[src/rtl/keypad_scanner_pkg.sv]
// Shared types and constants for the 4x4 matrix keypad scanner.
package keypad_pkg;

  localparam int KP_ROWS = 4;
  localparam int KP_COLS = 4;
  localparam int KEY_W   = 4;

  localparam logic [KP_ROWS-1:0] ROW_IDLE = 4'b1111;

  typedef enum logic [1:0] {
    ST_SCAN       = 2'd0,
    ST_PRESS_DB   = 2'd1,
    ST_PRESSED    = 2'd2,
    ST_RELEASE_DB = 2'd3
  } kp_state_t;

  function automatic logic [KP_ROWS-1:0] row_strobe(input logic [1:0] idx);
    logic [KP_ROWS-1:0] s;
    s = ROW_IDLE;
    s[idx] = 1'b0;
    return s;
  endfunction

  // Column returns are active-low; the lowest-index low column wins.
  function automatic logic [1:0] lowest_low_col(input logic [KP_COLS-1:0] cols);
    logic [1:0] idx;
    idx = 2'd0;
    for (int i = KP_COLS - 1; i >= 0; i--) begin
      if (!cols[i]) idx = i[1:0];
    end
    return idx;
  endfunction

endpackage

[src/rtl/keypad_scanner_sync.sv]
// Two-flop synchronizer; resets to all-ones so idle (released) columns read high.
module keypad_sync #(
  parameter int WIDTH = 4
) (
  input  logic             clk,
  input  logic             reset,
  input  logic [WIDTH-1:0] d,
  output logic [WIDTH-1:0] q
);

  logic [WIDTH-1:0] meta;

  always_ff @(posedge clk) begin
    if (reset) begin
      meta <= '1;
      q    <= '1;
    end else begin
      meta <= d;
      q    <= meta;
    end
  end

endmodule

[src/rtl/keypad_scanner.sv]
// 4x4 keypad row scanner with press/release debounce; KEYPAD_AUTOREPEAT_EN adds auto-repeat.
// state      | meaning
// SCAN       | strobe rows in turn, sample columns at end of each dwell
// PRESS_DB   | row frozen, counting stable-low cycles on the latched column
// PRESSED    | key accepted, waiting for the latched column to go high
// RELEASE_DB | counting stable-high cycles before returning to SCAN
module keypad_scanner
  import keypad_pkg::*;
#(
  parameter int SCAN_DIV      = 16,
  parameter int DEBOUNCE_CNT  = 1000,
  parameter int REPEAT_CYCLES = 50000
) (
  input  logic       clk,
  input  logic       reset,
  input  logic [3:0] c,
  output logic [3:0] r,
  output logic       key_valid,
  output logic [3:0] key_code,
  output logic       key_held
);

  localparam int DWELL_W = $clog2(SCAN_DIV);
  localparam int DB_W    = $clog2(DEBOUNCE_CNT + 1);

  localparam logic [DWELL_W-1:0] DWELL_LAST = DWELL_W'(SCAN_DIV - 1);
  localparam logic [DB_W-1:0]    DB_DONE    = DB_W'(DEBOUNCE_CNT);

  if (SCAN_DIV < 2 || DEBOUNCE_CNT < 1 || REPEAT_CYCLES < 1) begin : g_param_check
    $error("keypad_scanner: parameter out of range");
  end

  kp_state_t          state, state_nx;
  logic [1:0]         row_idx, row_nx;
  logic [1:0]         col_idx, col_nx;
  logic [DWELL_W-1:0] dwell_cnt, dwell_nx;
  logic [DB_W-1:0]    db_cnt, db_nx, db_inc;
  logic               valid_nx, held_nx;
  logic [KEY_W-1:0]   code_nx;
  logic [KP_COLS-1:0] c_sync;
  logic               col_low, any_low;

  keypad_sync #(.WIDTH(KP_COLS)) u_sync (
    .clk   (clk),
    .reset (reset),
    .d     (c),
    .q     (c_sync)
  );

  assign col_low = ~c_sync[col_idx];
  assign any_low = ~(&c_sync);
  assign db_inc  = (db_cnt == DB_DONE) ? db_cnt : db_cnt + DB_W'(1);

`ifdef KEYPAD_AUTOREPEAT_EN
  localparam int               REP_W    = $clog2(REPEAT_CYCLES + 1);
  localparam logic [REP_W-1:0] REP_LAST = REP_W'(REPEAT_CYCLES - 1);

  logic [REP_W-1:0] rep_cnt, rep_nx;

  always_ff @(posedge clk) begin
    if (reset) rep_cnt <= '0;
    else       rep_cnt <= rep_nx;
  end
`endif

  always_comb begin
    state_nx = state;
    row_nx   = row_idx;
    col_nx   = col_idx;
    dwell_nx = dwell_cnt;
    db_nx    = db_cnt;
    valid_nx = 1'b0;
    code_nx  = key_code;
    held_nx  = key_held;
`ifdef KEYPAD_AUTOREPEAT_EN
    rep_nx   = rep_cnt;
`endif

    case (state)
      ST_SCAN: begin
        if (dwell_cnt == DWELL_LAST) begin
          dwell_nx = '0;
          if (any_low) begin
            col_nx   = lowest_low_col(c_sync);
            db_nx    = '0;
            state_nx = ST_PRESS_DB;
          end else begin
            row_nx = row_idx + 2'd1;
          end
        end else begin
          dwell_nx = dwell_cnt + DWELL_W'(1);
        end
      end

      ST_PRESS_DB: begin
        if (!col_low) begin
          db_nx    = '0;
          row_nx   = row_idx + 2'd1;
          state_nx = ST_SCAN;
        end else begin
          db_nx = db_inc;
          if (db_inc == DB_DONE) begin
            valid_nx = 1'b1;
            code_nx  = {row_idx, col_idx};
            held_nx  = 1'b1;
            state_nx = ST_PRESSED;
`ifdef KEYPAD_AUTOREPEAT_EN
            rep_nx   = '0;
`endif
          end
        end
      end

      ST_PRESSED: begin
        if (!col_low) begin
          db_nx    = '0;
          state_nx = ST_RELEASE_DB;
        end
`ifdef KEYPAD_AUTOREPEAT_EN
        else if (rep_cnt == REP_LAST) begin
          valid_nx = 1'b1;
          rep_nx   = '0;
        end else begin
          rep_nx = rep_cnt + REP_W'(1);
        end
`endif
      end

      ST_RELEASE_DB: begin
        if (col_low) begin
          db_nx    = '0;
          state_nx = ST_PRESSED;
`ifdef KEYPAD_AUTOREPEAT_EN
          rep_nx   = '0;
`endif
        end else begin
          db_nx = db_inc;
          if (db_inc == DB_DONE) begin
            db_nx    = '0;
            held_nx  = 1'b0;
            row_nx   = row_idx + 2'd1;
            state_nx = ST_SCAN;
          end
        end
      end

      default: state_nx = ST_SCAN;
    endcase
  end

  // r is registered from the next row index so the pins never glitch through two low rows.
  always_ff @(posedge clk) begin
    if (reset) begin
      state     <= ST_SCAN;
      row_idx   <= 2'd0;
      col_idx   <= 2'd0;
      dwell_cnt <= '0;
      db_cnt    <= '0;
      r         <= row_strobe(2'd0);
      key_valid <= 1'b0;
      key_code  <= '0;
      key_held  <= 1'b0;
    end else begin
      state     <= state_nx;
      row_idx   <= row_nx;
      col_idx   <= col_nx;
      dwell_cnt <= dwell_nx;
      db_cnt    <= db_nx;
      r         <= row_strobe(row_nx);
      key_valid <= valid_nx;
      key_code  <= code_nx;
      key_held  <= held_nx;
    end
  end

endmodule

[config.mk]
export PLATFORM = sky130hd
export DESIGN_NAME = keypad_scanner
export DESIGN_NICKNAME = d
export VERILOG_FILES = /design/src/rtl/keypad_scanner_pkg.sv /design/src/rtl/keypad_scanner_sync.sv /design/src/rtl/keypad_scanner.sv
export SDC_FILE = /design/constraint.sdc
export NUM_CORES = 1
export LEC_CHECK = 0
export ABC_AREA = 1
export BUFFER_PORTS_ARGS = -buffer_cell sky130_fd_sc_hd__buf_2
export CAP_MARGIN = 30
export CORE_UTILIZATION = 45
export DETAILED_ROUTE_END_ITERATION = 10
export HOLD_SLACK_MARGIN = 0.08
export PLACE_DENSITY = 0.64
export SYNTH_ARGS = -nofsm -noshare
export SYNTH_HDL_FRONTEND = slang
export SYNTH_SLANG_ARGS = --single-unit
[constraint.sdc]
create_clock -name clk -period 2.1 [get_ports clk]
set_input_delay 0.315 -clock clk [delete_from_list [all_inputs] [get_ports clk]]
set_output_delay 0.315 -clock clk [all_outputs]
set_load 0.05 [all_outputs]
==> results.sh, run 1 <==
export IMPL_path_class="reg2reg"
export IMPL_drv_cap=0
export IMPL_io_pins=16
export IMPL_pwr_share_comb=0.031
export IMPL_critPathRequiredTime_ps=2270
export IMPL_htreeDepth=2
export IMPL_place_gp_congestion=0.9162
export IMPL_cts_buffer_depth=2
export IMPL_seqPwrFrac=0.526
export IMPL_yosysTopAreaCellShare=0.3721
export IMPL_grt_usage=0.1904
export IMPL_critPathSlowestCell="dfxtp_4"
export IMPL_p_per_area_nw_per_um2=593.1
export IMPL_fin_nets=330
export IMPL_slew_headroom=0.6544
export IMPL_worst_clock_skew_ps=6.619
export IMPL_yosys_area_share_simple=0.3709
export IMPL_clockRootBuffer="clkbuf_8"
export IMPL_cts_tree="built"
export IMPL_yosys_warnings=0
export IMPL_first_pass_iters=4
export IMPL_min_path_type="in2reg"
export IMPL_drt_iter0_drc=134
export IMPL_synth_top_family_by_area="simple AND/OR/NAND/NOR gates"
export IMPL_post_dp_hpwl_um=3056
export IMPL_antenna_cells=0
export IMPL_dieArea_um2=4817
export IMPL_design_area_um2=2366
export IMPL_drt_total_wl_um=4114
export IMPL_postCtsHoldBufs=0
export IMPL_area_growth_pct=15.73
export IMPL_dieHeight_um=69.41
export IMPL_hold_viol=0
export IMPL_seq_area_frac_synth=0.3721
export IMPL_synthCells=297
export IMPL_synth_area_um2=2044
export IMPL_synth_cell_types=32
export IMPL_switching_power_uw=274.3
export IMPL_leakage_uw=0.001111
export IMPL_grt_pass1_wl_um=7417
export IMPL_synthXorXnorAreaFrac=0.02081
export IMPL_num_vias=1877
export IMPL_setup_viol=0
export IMPL_routed_via_density=5.032
export IMPL_grt_overflow_total=0
export IMPL_portBuffers=15
export IMPL_clk_latency_ps=290
export IMPL_clk_pin_slew_ps=70
export IMPL_grt_pass1_vias=1709
export IMPL_rsz0062_at_grt="true"
export IMPL_die_width_um=69.41
export IMPL_synth_area_leader_cell="dfxtp_1"
export IMPL_clock_fmax_mhz=509.5
export IMPL_worstPathArrival_ps=2130
export IMPL_postSynth_asyncResetShare=0
export IMPL_synth_edf_count=0
export IMPL_cp_max_fo=5
export IMPL_syn_area_per_cell_um2=6.884
export IMPL_tightest_slew_ps=517.9
export IMPL_ys_top_cells_by_area="dfxtp_1 (37%), nand2_1 (14%), inv_1 (9.0%)"
export IMPL_start_util=0.4695
export IMPL_setup_tns_ps=0
export IMPL_postPlaceCellArea_um2=2200
export IMPL_yosys_mux_area_fraction=0
export IMPL_synth_ff_type="dfxtp_1"
export IMPL_internal_power_uw=1129
export IMPL_period_share=0.9346
export IMPL_n_fill_cell=426
export IMPL_synth_compound_area_frac=0.1114
export IMPL_core_area_um2=4354
export IMPL_synthAdderAreaFrac=0.01836
export IMPL_cts_sinks=38
export IMPL_path_cells="inv_1 > ha_1 > nand2_1 > nor2_4 > nand3_2 > nand2_1 > nand2_2 > nand3_1 > nor2_4 > nand3_2 > nand2_1 > nand3_2 > a21oi_2 > nand3_1"
export IMPL_cpPeakStageDelay_ps=370
export IMPL_synth_nets=306
export IMPL_clkPwrFrac=0.443
export IMPL_ant_nets=0
export IMPL_endpoint_kind="flip-flop"
export IMPL_stdcell_count=373
export IMPL_drive_gt1_frac=0.2087
export IMPL_setup_worst_path_start_class="flip-flop"
export IMPL_postCtsSetupBuffers=0
export IMPL_switching_share=0.1955
export IMPL_grt_max_degree=18
export IMPL_min_period_ps=1963
export IMPL_drcViolationCount=0
export IMPL_dp_cells=366
export IMPL_drv_slew=0
export IMPL_routedWlPerCell_um=11.03
export IMPL_ir_drop_uv=394.4
export IMPL_antenna_found_initial=0
export IMPL_ys_ff_latch=38
export IMPL_status="completed"
export IMPL_rows=24
export IMPL_cts_buffers_inserted=5
-- placed cells by master (no fill, tap or decap), drive strengths merged, types with 3 or more instances in the layout --
cell | netlist | routed
nand2 | 82 | 82
inv | 50 | 50
dfxtp | 38 | 38
nor2 | 26 | 26
o21ai | 23 | 23
nand3 | 22 | 22
buf | 3 | 21
a21oi | 12 | 12
nand4 | 11 | 11
or2 | 8 | 8
clkbuf | 1 | 6
nor3 | 5 | 5
o211ai | 4 | 4
xor2 | 3 | 3
ha | 3 | 3
-- timing repair --
item / 4_1_cts / 5_1_grt
resized for setup: 0 / 21
hold endpoints to repair: 0 / 0
endpoints found under the setup margin: 0 / 22
-- cell families (layout without fill, tap and decap cells) --
| kind of cell | Yosys count | in the layout |
|---|---|---|
| buffers and inverters | 54 | 78 |
| XOR/XNOR | 4 | 4 |
| flip-flops | 38 | 38 |
| AO/OA/AOI/OAI | 41 | 41 |
| AND/OR/NAND/NOR | 157 | 157 |
| adder cells (fa/ha/maj) | 3 | 3 |
-- sequential cells by signal, indices dropped and copies added, names as in the netlist, 2 cells and up, named ones only --
signal,cells
key_code,4
u_sync.meta,4
r,4
db_cnt,10
u_sync.q,4
col_idx,2
row_idx,2
dwell_cnt,4
-- area by class of cell --
class	instances	area, um^2	share of cell area
Clock buffer	6	82.58	0.03490
Clock inverter	1	30.03	0.01269
Inverter	50	187.7	0.07932
Multi-Input combinational cell	205	1112	0.4701
Sequential cell	38	768.2	0.3247
Tap cell	52	65.06	0.02750
Timing Repair Buffer	21	120.1	0.05077
-- power groups by stage --
stage / Combinational [uW] / Clock, uW / Sequential, uW
global placement: 42.9 / 0 / 756
finish: 43.5 / 621 / 739
global route: 51.4 / 667 / 740
floorplan: 32.8 / 0 / 755
CTS: 44.0 / 634 / 740
detailed placement: 43.7 / 0 / 757
-- worst max-delay path: cells and delay by family (launching register included) --
kind / cells / cell delay [ps]
AO/OA/AOI/OAI: 1 / 150
adder cells (fa/ha/maj): 1 / 190
buffers and inverters: 1 / 60
flip-flops: 1 / 370
AND/OR/NAND/NOR: 11 / 1080
-- cell usage after synthesis (2+ instances only) --
cell / number
nand2_1: 77
inv_1: 49
dfxtp_1: 38
nor2_1: 22
o21ai_0: 22
nand3_1: 17
a21oi_1: 11
nand4_1: 10
or2_2: 8
nand3_2: 5
nor3_1: 5
o211ai_1: 4
ha_1: 3
nand2_2: 3
nor2_4: 3
buf_6: 2
nand2_4: 2
xor2_1: 2
-- layer usage --
layer	global-route usage	part of all wire
met3	0.05378	0.048
met5	0	0
met1	0.2502	0.49
met2	0.2945	0.44
met4	0.07483	0.017
-- through the flow --
step | power [uW] | setup slack, ps | hold slack [ps] | util
CTS | 1418 | 58.38 | 195.1 | 0.5310
global placement | 798.9 | 119.0 | 390.7 | 0.5052
detailed placement | 800.4 | 80.20 | 393.6 | 0.5052
global route | 1458 | -4.208 | 191.3 | 0.5434
finish | 1403 | 137.3 | 199.3 | 0.5434
floorplan | 787.4 | 292.7 | 389.5 | -
-- final timing paths --
check	from	endpoint	slack (ps)	depth (start not counted)
worst max-delay path	db_cnt[0]	r[3]	140	14
worst min-delay path	c[1]	u_sync.meta[1]	200	2
worst max register to register	db_cnt[0]	r[3]	140	14
worst min register to register	u_sync.meta[0]	u_sync.q[0]	410	1
Power figures use the tool's default switching activity.
==> inputs of run 2 (changes only) <==
clock period = 2 ns   (was 2.1 ns; I/O delays follow)
==> run 2 against run 1 <==
Against the previous run:
- via count decreased by 0.91%
- clock power up 25%
- combinational power rose by 9.4%
- count of clock-buffer cells in the layout decreased by 1
- setup slack got worse by 60 ps
- power rose by 14%
- die area did not move
- utilization rose by 3.5 points
- sequential share of layout area down 1.8 points
- non-clock buffer count up 7
- clock skew up 2.1 ps
- cell count grew 2.1%
- critical path type unchanged
- critical endpoint is now db_cnt[2]
- largest cell class unchanged
==> results.sh, run 2 (synthesized netlist as in run 1, its figures left out) <==
export IMPL_status="completed"
export IMPL_min_path_type="in2reg"
export IMPL_clock_fmax_mhz=520.0
export IMPL_p_per_area_nw_per_um2=634.1
export IMPL_clockRootBuffer="clkbuf_8"
export IMPL_tightest_slew_ps=491.7
export IMPL_ir_drop_uv=375.2
export IMPL_cts_buffers_inserted=5
export IMPL_drt_total_wl_um=4147
export IMPL_holdPathStages=2
export IMPL_first_pass_iters=4
export IMPL_place_gp_congestion=0.8684
export IMPL_switching_power_uw=311.1
export IMPL_post_dp_hpwl_um=3056
export IMPL_slew_headroom=0.6718
export IMPL_dieArea_um2=4817
export IMPL_min_period_ps=1923
export IMPL_rows=24
export IMPL_drv_slew=0
export IMPL_hold_viol=0
export IMPL_worstPathArrival_ps=2110
export IMPL_worst_clock_skew_ps=8.673
export IMPL_pwr_share_comb=0.030
export IMPL_fin_util=0.5784
export IMPL_period_share=0.9616
export IMPL_final_cell_mix="nand2_1 (66), inv_1 (45), dfxtp_1 (32)"
export IMPL_grt_max_degree=16
export IMPL_path_class="reg2reg"
export IMPL_postCtsHoldBufs=0
export IMPL_hp_start="c[2]"
export IMPL_rrSetupSlack_ps=80
export IMPL_cp_max_fo=7
export IMPL_routedWlPerCell_um=10.88
export IMPL_portBuffers=15
export IMPL_critPathRequiredTime_ps=2190
export IMPL_io_pins=16
export IMPL_ant_nets=0
export IMPL_postPlaceCellArea_um2=2230
export IMPL_dieHeight_um=69.41
export IMPL_grt_pass1_vias=1681
export IMPL_cts_tree="built"
export IMPL_drcViolationCount=0
export IMPL_holdWs_ps=181.0
export IMPL_area_growth_pct=23.19
export IMPL_clkPwrFrac=0.486
export IMPL_die_width_um=69.41
export IMPL_grt_pass1_wl_um=7334
export IMPL_start_util=0.4695
export IMPL_seqPwrFrac=0.484
export IMPL_drt_iter0_drc=116
export IMPL_largest_reg_flops=10
export IMPL_design_area_um2=2519
export IMPL_antenna_cells=0
export IMPL_htreeDepth=2
export IMPL_routed_via_density=4.882
export IMPL_rsz0062_at_grt="true"
export IMPL_internal_power_uw=1286
export IMPL_setup_worst_path_start_class="flip-flop"
export IMPL_drv_cap=0
export IMPL_r2r_end="db_cnt[2]"
export IMPL_grt_usage=0.1876
export IMPL_leakage_uw=0.001157
export IMPL_antenna_found_initial=0
export IMPL_clk_pin_slew_ps=80
export IMPL_core_area_um2=4354
export IMPL_r2r_cells=15
export IMPL_drive_gt1_frac=0.2796
export IMPL_num_vias=1860
export IMPL_top_register="db_cnt"
export IMPL_rr_startpoint="db_cnt[1]"
export IMPL_worst_hold_path_endpoint="u_sync.meta[2]"
export IMPL_setup_tns_ps=0
export IMPL_clk_latency_ps=290
export IMPL_switching_share=0.1948
export IMPL_endpoint_kind="flip-flop"
export IMPL_fin_nets=337
export IMPL_grt_overflow_total=0
export IMPL_cts_buffer_depth=2
export IMPL_cts_sinks=38
export IMPL_setup_viol=0
export IMPL_layout_commonest_cell="nand2_1"
-- run 2: cell types whose count changed in the layout (fill, tap and decap cells not counted), moves of 3 or more --
cell	change
nand2_1	-8
buf_4	+7
nand2_2	+7
inv_1	-4
inv_4	+3
-- run 2: critical path: stages, from the launching register on --
cell and delay (ps):
dfxtp_4 370, inv_4 70, ha_4 130, nand2_4 50, nor2_4 140, nand3_2 110, nand2_1 160, nand3_2 110
nor2_4 130, nand3_2 100, nand2_4 120, nand2_8 80, inv_4 70, o21ai_0 70, nand2_1 60, inv_1 40
-- run 2: worst max path at each step --
stage                    from   endpoint  slack (ps)  depth (start not counted)
finish              db_cnt[1]  db_cnt[2]          80                         15
floorplan           db_cnt[0]       r[1]         190                         12
global placement    db_cnt[0]       r[1]         -40                         14
global route        db_cnt[1]       r[3]         -70                         13
detailed placement  db_cnt[0]       r[1]         -50                         15
CTS                 db_cnt[1]       r[1]           3                         15
-- run 2: metal layers --
metal | wire length, um | global-route usage | vias up
met3 | 132 | 0.03924 | 2
met1 | 2104 | 0.2575 | 818
met2 | 1879 | 0.2869 | 30
li1 | - | - | 1010
met5 | 0 | 0 | -
met4 | 30 | 0.07483 | 0
-- run 2: through the flow --
stage / power (uW) / cells / setup slack [ps]
after floorplan: 826.8 / 297 / 192.7
after detailed placement: 841.5 / 370 / -48.46
after global placement: 840.6 / 370 / -43.94
after CTS: 1614 / 378 / 3.343
after global routing: 1654 / 381 / -74.00
final: 1597 / 381 / 76.88
-- run 2: power by group through the flow --
| stage | registers [uW] | clock network [uW] | logic, uW |
|---|---|---|---|
| finish | 773 | 776 | 47.6 |
| floorplan | 792 | 0 | 34.4 |
| detailed placement | 794 | 0 | 47.5 |
| CTS | 776 | 790 | 47.9 |
| global route | 775 | 824 | 55.4 |
| global placement | 794 | 0 | 46.9 |
-- run 2: timing repair --
| item | 4_1_cts | 5_1_grt |
|---|---|---|
| endpoints found under the setup margin | 22 | 22 |
| pin swaps | 0 | 17 |
| resized for setup | 3 | 44 |
| setup buffers | 0 | 3 |
| gates cloned | 0 | 0 |
| hold endpoints to repair | 0 | 0 |
-- run 2: area by class of cell --
cell class / instances / area (um^2)
Clock inverter: 3 / 68.82
Inverter: 50 / 195.2
Sequential cell: 38 / 773.2
Multi-Input combinational cell: 205 / 1175
Tap cell: 52 / 65.06
Timing Repair Buffer: 28 / 172.7
Fill cell: 394 / 1836
Clock buffer: 5 / 68.82
==> inputs of run 3 (changes only) <==
clock period = 1.9 ns   (was 2 ns; I/O delays follow)
==> run 3 against run 2 <==
Against the previous run:
- the flow now finishes with violations (setup timing)
- critical path depth down 4
- flip-flop and latch count stayed put
- power up 5.4%
- die area stayed put
- combinational power grew 4.4%
- clock skew shrank 2.8 ps
- utilization rose by 2.4 points
- cell count increased by 3.9%
==> results.sh, run 3 (synthesized netlist as in run 1, its figures left out) <==
export IMPL_tightest_slew_ps=681.3
export IMPL_routed_via_density=4.843
export IMPL_top_register="db_cnt"
export IMPL_clk_latency_ps=290
export IMPL_multi_input_area_um2=1171
export IMPL_drv_cap=0
export IMPL_first_pass_iters=4
export IMPL_ir_drop_uv=546.5
export IMPL_portBuffers=15
export IMPL_clock_fmax_mhz=500.9
export IMPL_min_path_type="in2reg"
export IMPL_hold_viol=0
export IMPL_setup_tns_ps=-418.2
export IMPL_drcViolationCount=0
export IMPL_cpPeakStageDelay_ps=370
export IMPL_dieArea_um2=4817
export IMPL_drt_total_wl_um=4517
export IMPL_endpoint_kind="flip-flop"
export IMPL_timing_final_ws_setup_ps=-96.33
export IMPL_drv_slew=0
export IMPL_post_dp_hpwl_um=3216
export IMPL_status="finished, violations left"
export IMPL_num_vias=1918
export IMPL_routedWlPerCell_um=11.41
export IMPL_cts_tree="built"
export IMPL_area_growth_pct=28.27
export IMPL_place_gp_congestion=0.8814
export IMPL_layout_commonest_cell="nand2_1"
export IMPL_htreeDepth=2
export IMPL_n_fill_cell=390
export IMPL_clockRootBuffer="clkbuf_8"
export IMPL_cts_buffer_depth=2
export IMPL_place_ws_ps=-87.38
export IMPL_clk_pin_slew_ps=80
export IMPL_die_width_um=69.41
export IMPL_fin_nets=352
export IMPL_grt_max_degree=24
export IMPL_path_class="reg2reg"
export IMPL_rrSetupSlack_ps=-100
export IMPL_cts_sinks=38
export IMPL_antenna_found_initial=0
export IMPL_violations="setup timing"
export IMPL_cts_buffers_inserted=5
export IMPL_setup_viol=12
export IMPL_critPathRequiredTime_ps=2050
export IMPL_drive_gt1_frac=0.3110
export IMPL_drt_iter0_drc=112
export IMPL_slew_headroom=0.5453
export IMPL_rows=24
export IMPL_final_cell_mix="nand2_1 (66), inv_1 (46), dfxtp_1 (33)"
export IMPL_path_cells="buf_4 > nand3_4 > nor2_4 > xor2_2 > nand3_2 > nor2_4 > nand3_2 > nand2_2 > nand3_2 > a21oi_2 > nand3_1"
export IMPL_min_period_ps=1996
export IMPL_rsz0062_at_grt="true"
export IMPL_holdPathStages=2
export IMPL_core_area_um2=4354
export IMPL_p_per_area_nw_per_um2=641.9
export IMPL_r2r_cells=11
export IMPL_start_util=0.4695
export IMPL_critPathSlowestCell="dfxtp_4"
export IMPL_ant_nets=0
export IMPL_leakage_uw=0.001231
export IMPL_worstPathArrival_ps=2140
export IMPL_grt_overflow_total=0
export IMPL_grt_pass1_wl_um=7569
export IMPL_cp_max_fo=5
export IMPL_regArea_um2=772.0
export IMPL_largest_reg_flops=10
export IMPL_setup_worst_path_start_class="flip-flop"
export IMPL_period_share=1.051
export IMPL_io_pins=16
export IMPL_cp_common_cell="nand3_2"
export IMPL_antenna_cells=0
export IMPL_dieHeight_um=69.41
export IMPL_grt_pass1_vias=1732
export IMPL_grt_usage=0.1930
export IMPL_worst_clock_skew_ps=5.906
run 3: cell types whose count changed in the layout (fill, tap and decap cells not counted), moves of 2 or more:
cell     delta
inv_2       +2
o21ai_0     +4
buf_4      +14
inv_4       -3
o21ai_1     -4
run 3: power breakdown:
group          internal, uW  leakage, uW  switching (uW)  total, uW
sequential              806     0.000312            8.05        814
clock                   526    0.0000683             293        819
combinational          21.0     0.000851            28.8       49.7
total                  1350      0.00123             330       1680
run 3: worst paths after layout:
| check | startpoint | end |
|---|---|---|
| setup / recovery | db_cnt[0] | r[3] |
| hold reg to reg | u_sync.meta[0] | u_sync.q[0] |
| setup reg to reg | db_cnt[0] | r[3] |
| hold / removal | c[0] | u_sync.meta[0] |
run 3: final cells by class:
cell class,count,share of cell area
multi-input combinational,205,0.4466
clock inverter,3,0.02624
inverter,50,0.07156
clock buffer,5,0.02624
tap,52,0.02481
timing repair buffer,43,0.1102
sequential,38,0.2944
run 3: worst max-delay path: cells and delay by family, from the launching register on:
| family | cells | cell delay (ps) |
|---|---|---|
| AND/OR/NAND/NOR | 8 | 940 |
| flip-flops | 1 | 370 |
| XOR/XNOR | 1 | 260 |
| AO/OA/AOI/OAI | 1 | 170 |
| buffers and inverters | 1 | 120 |
run 3: layer usage:
metal | vias to the layer above | part of all wire | global-route usage
met1 | 854 | 0.51 | 0.2571
li1 | 1036 | - | -
met5 | - | 0 | 0
met3 | 2 | 0.027 | 0.03924
met4 | 0 | 0.0033 | 0.05669
met2 | 26 | 0.46 | 0.3150
run 3: through the flow:
| step | instance area (um^2) | utilization | instances | total power, uW | hold WS [ps] |
|---|---|---|---|---|---|
| 4_1_cts | 2527 | 0.5805 | 394 | 1715 | 157.6 |
| 3_5_place_dp | 2335 | 0.5362 | 384 | 886.0 | 394.0 |
| 2_1_floorplan | 2044 | - | 297 | 870.3 | 388.8 |
| 5_1_grt | 2623 | 0.6023 | 396 | 1755 | 154.3 |
| 3_3_place_gp | 2335 | 0.5362 | 384 | 884.0 | 391.1 |
| 6_report | 2623 | 0.6023 | 396 | 1683 | 167.9 |
run 3: timing repair:
item / CTS / global route
endpoints found under the setup margin: 21 / 23
buffers inserted: 2 / 2
pin swaps: 10 / 17
gates cloned: 0 / 0
hold buffers: 0 / 0
resized for setup: 17 / 22
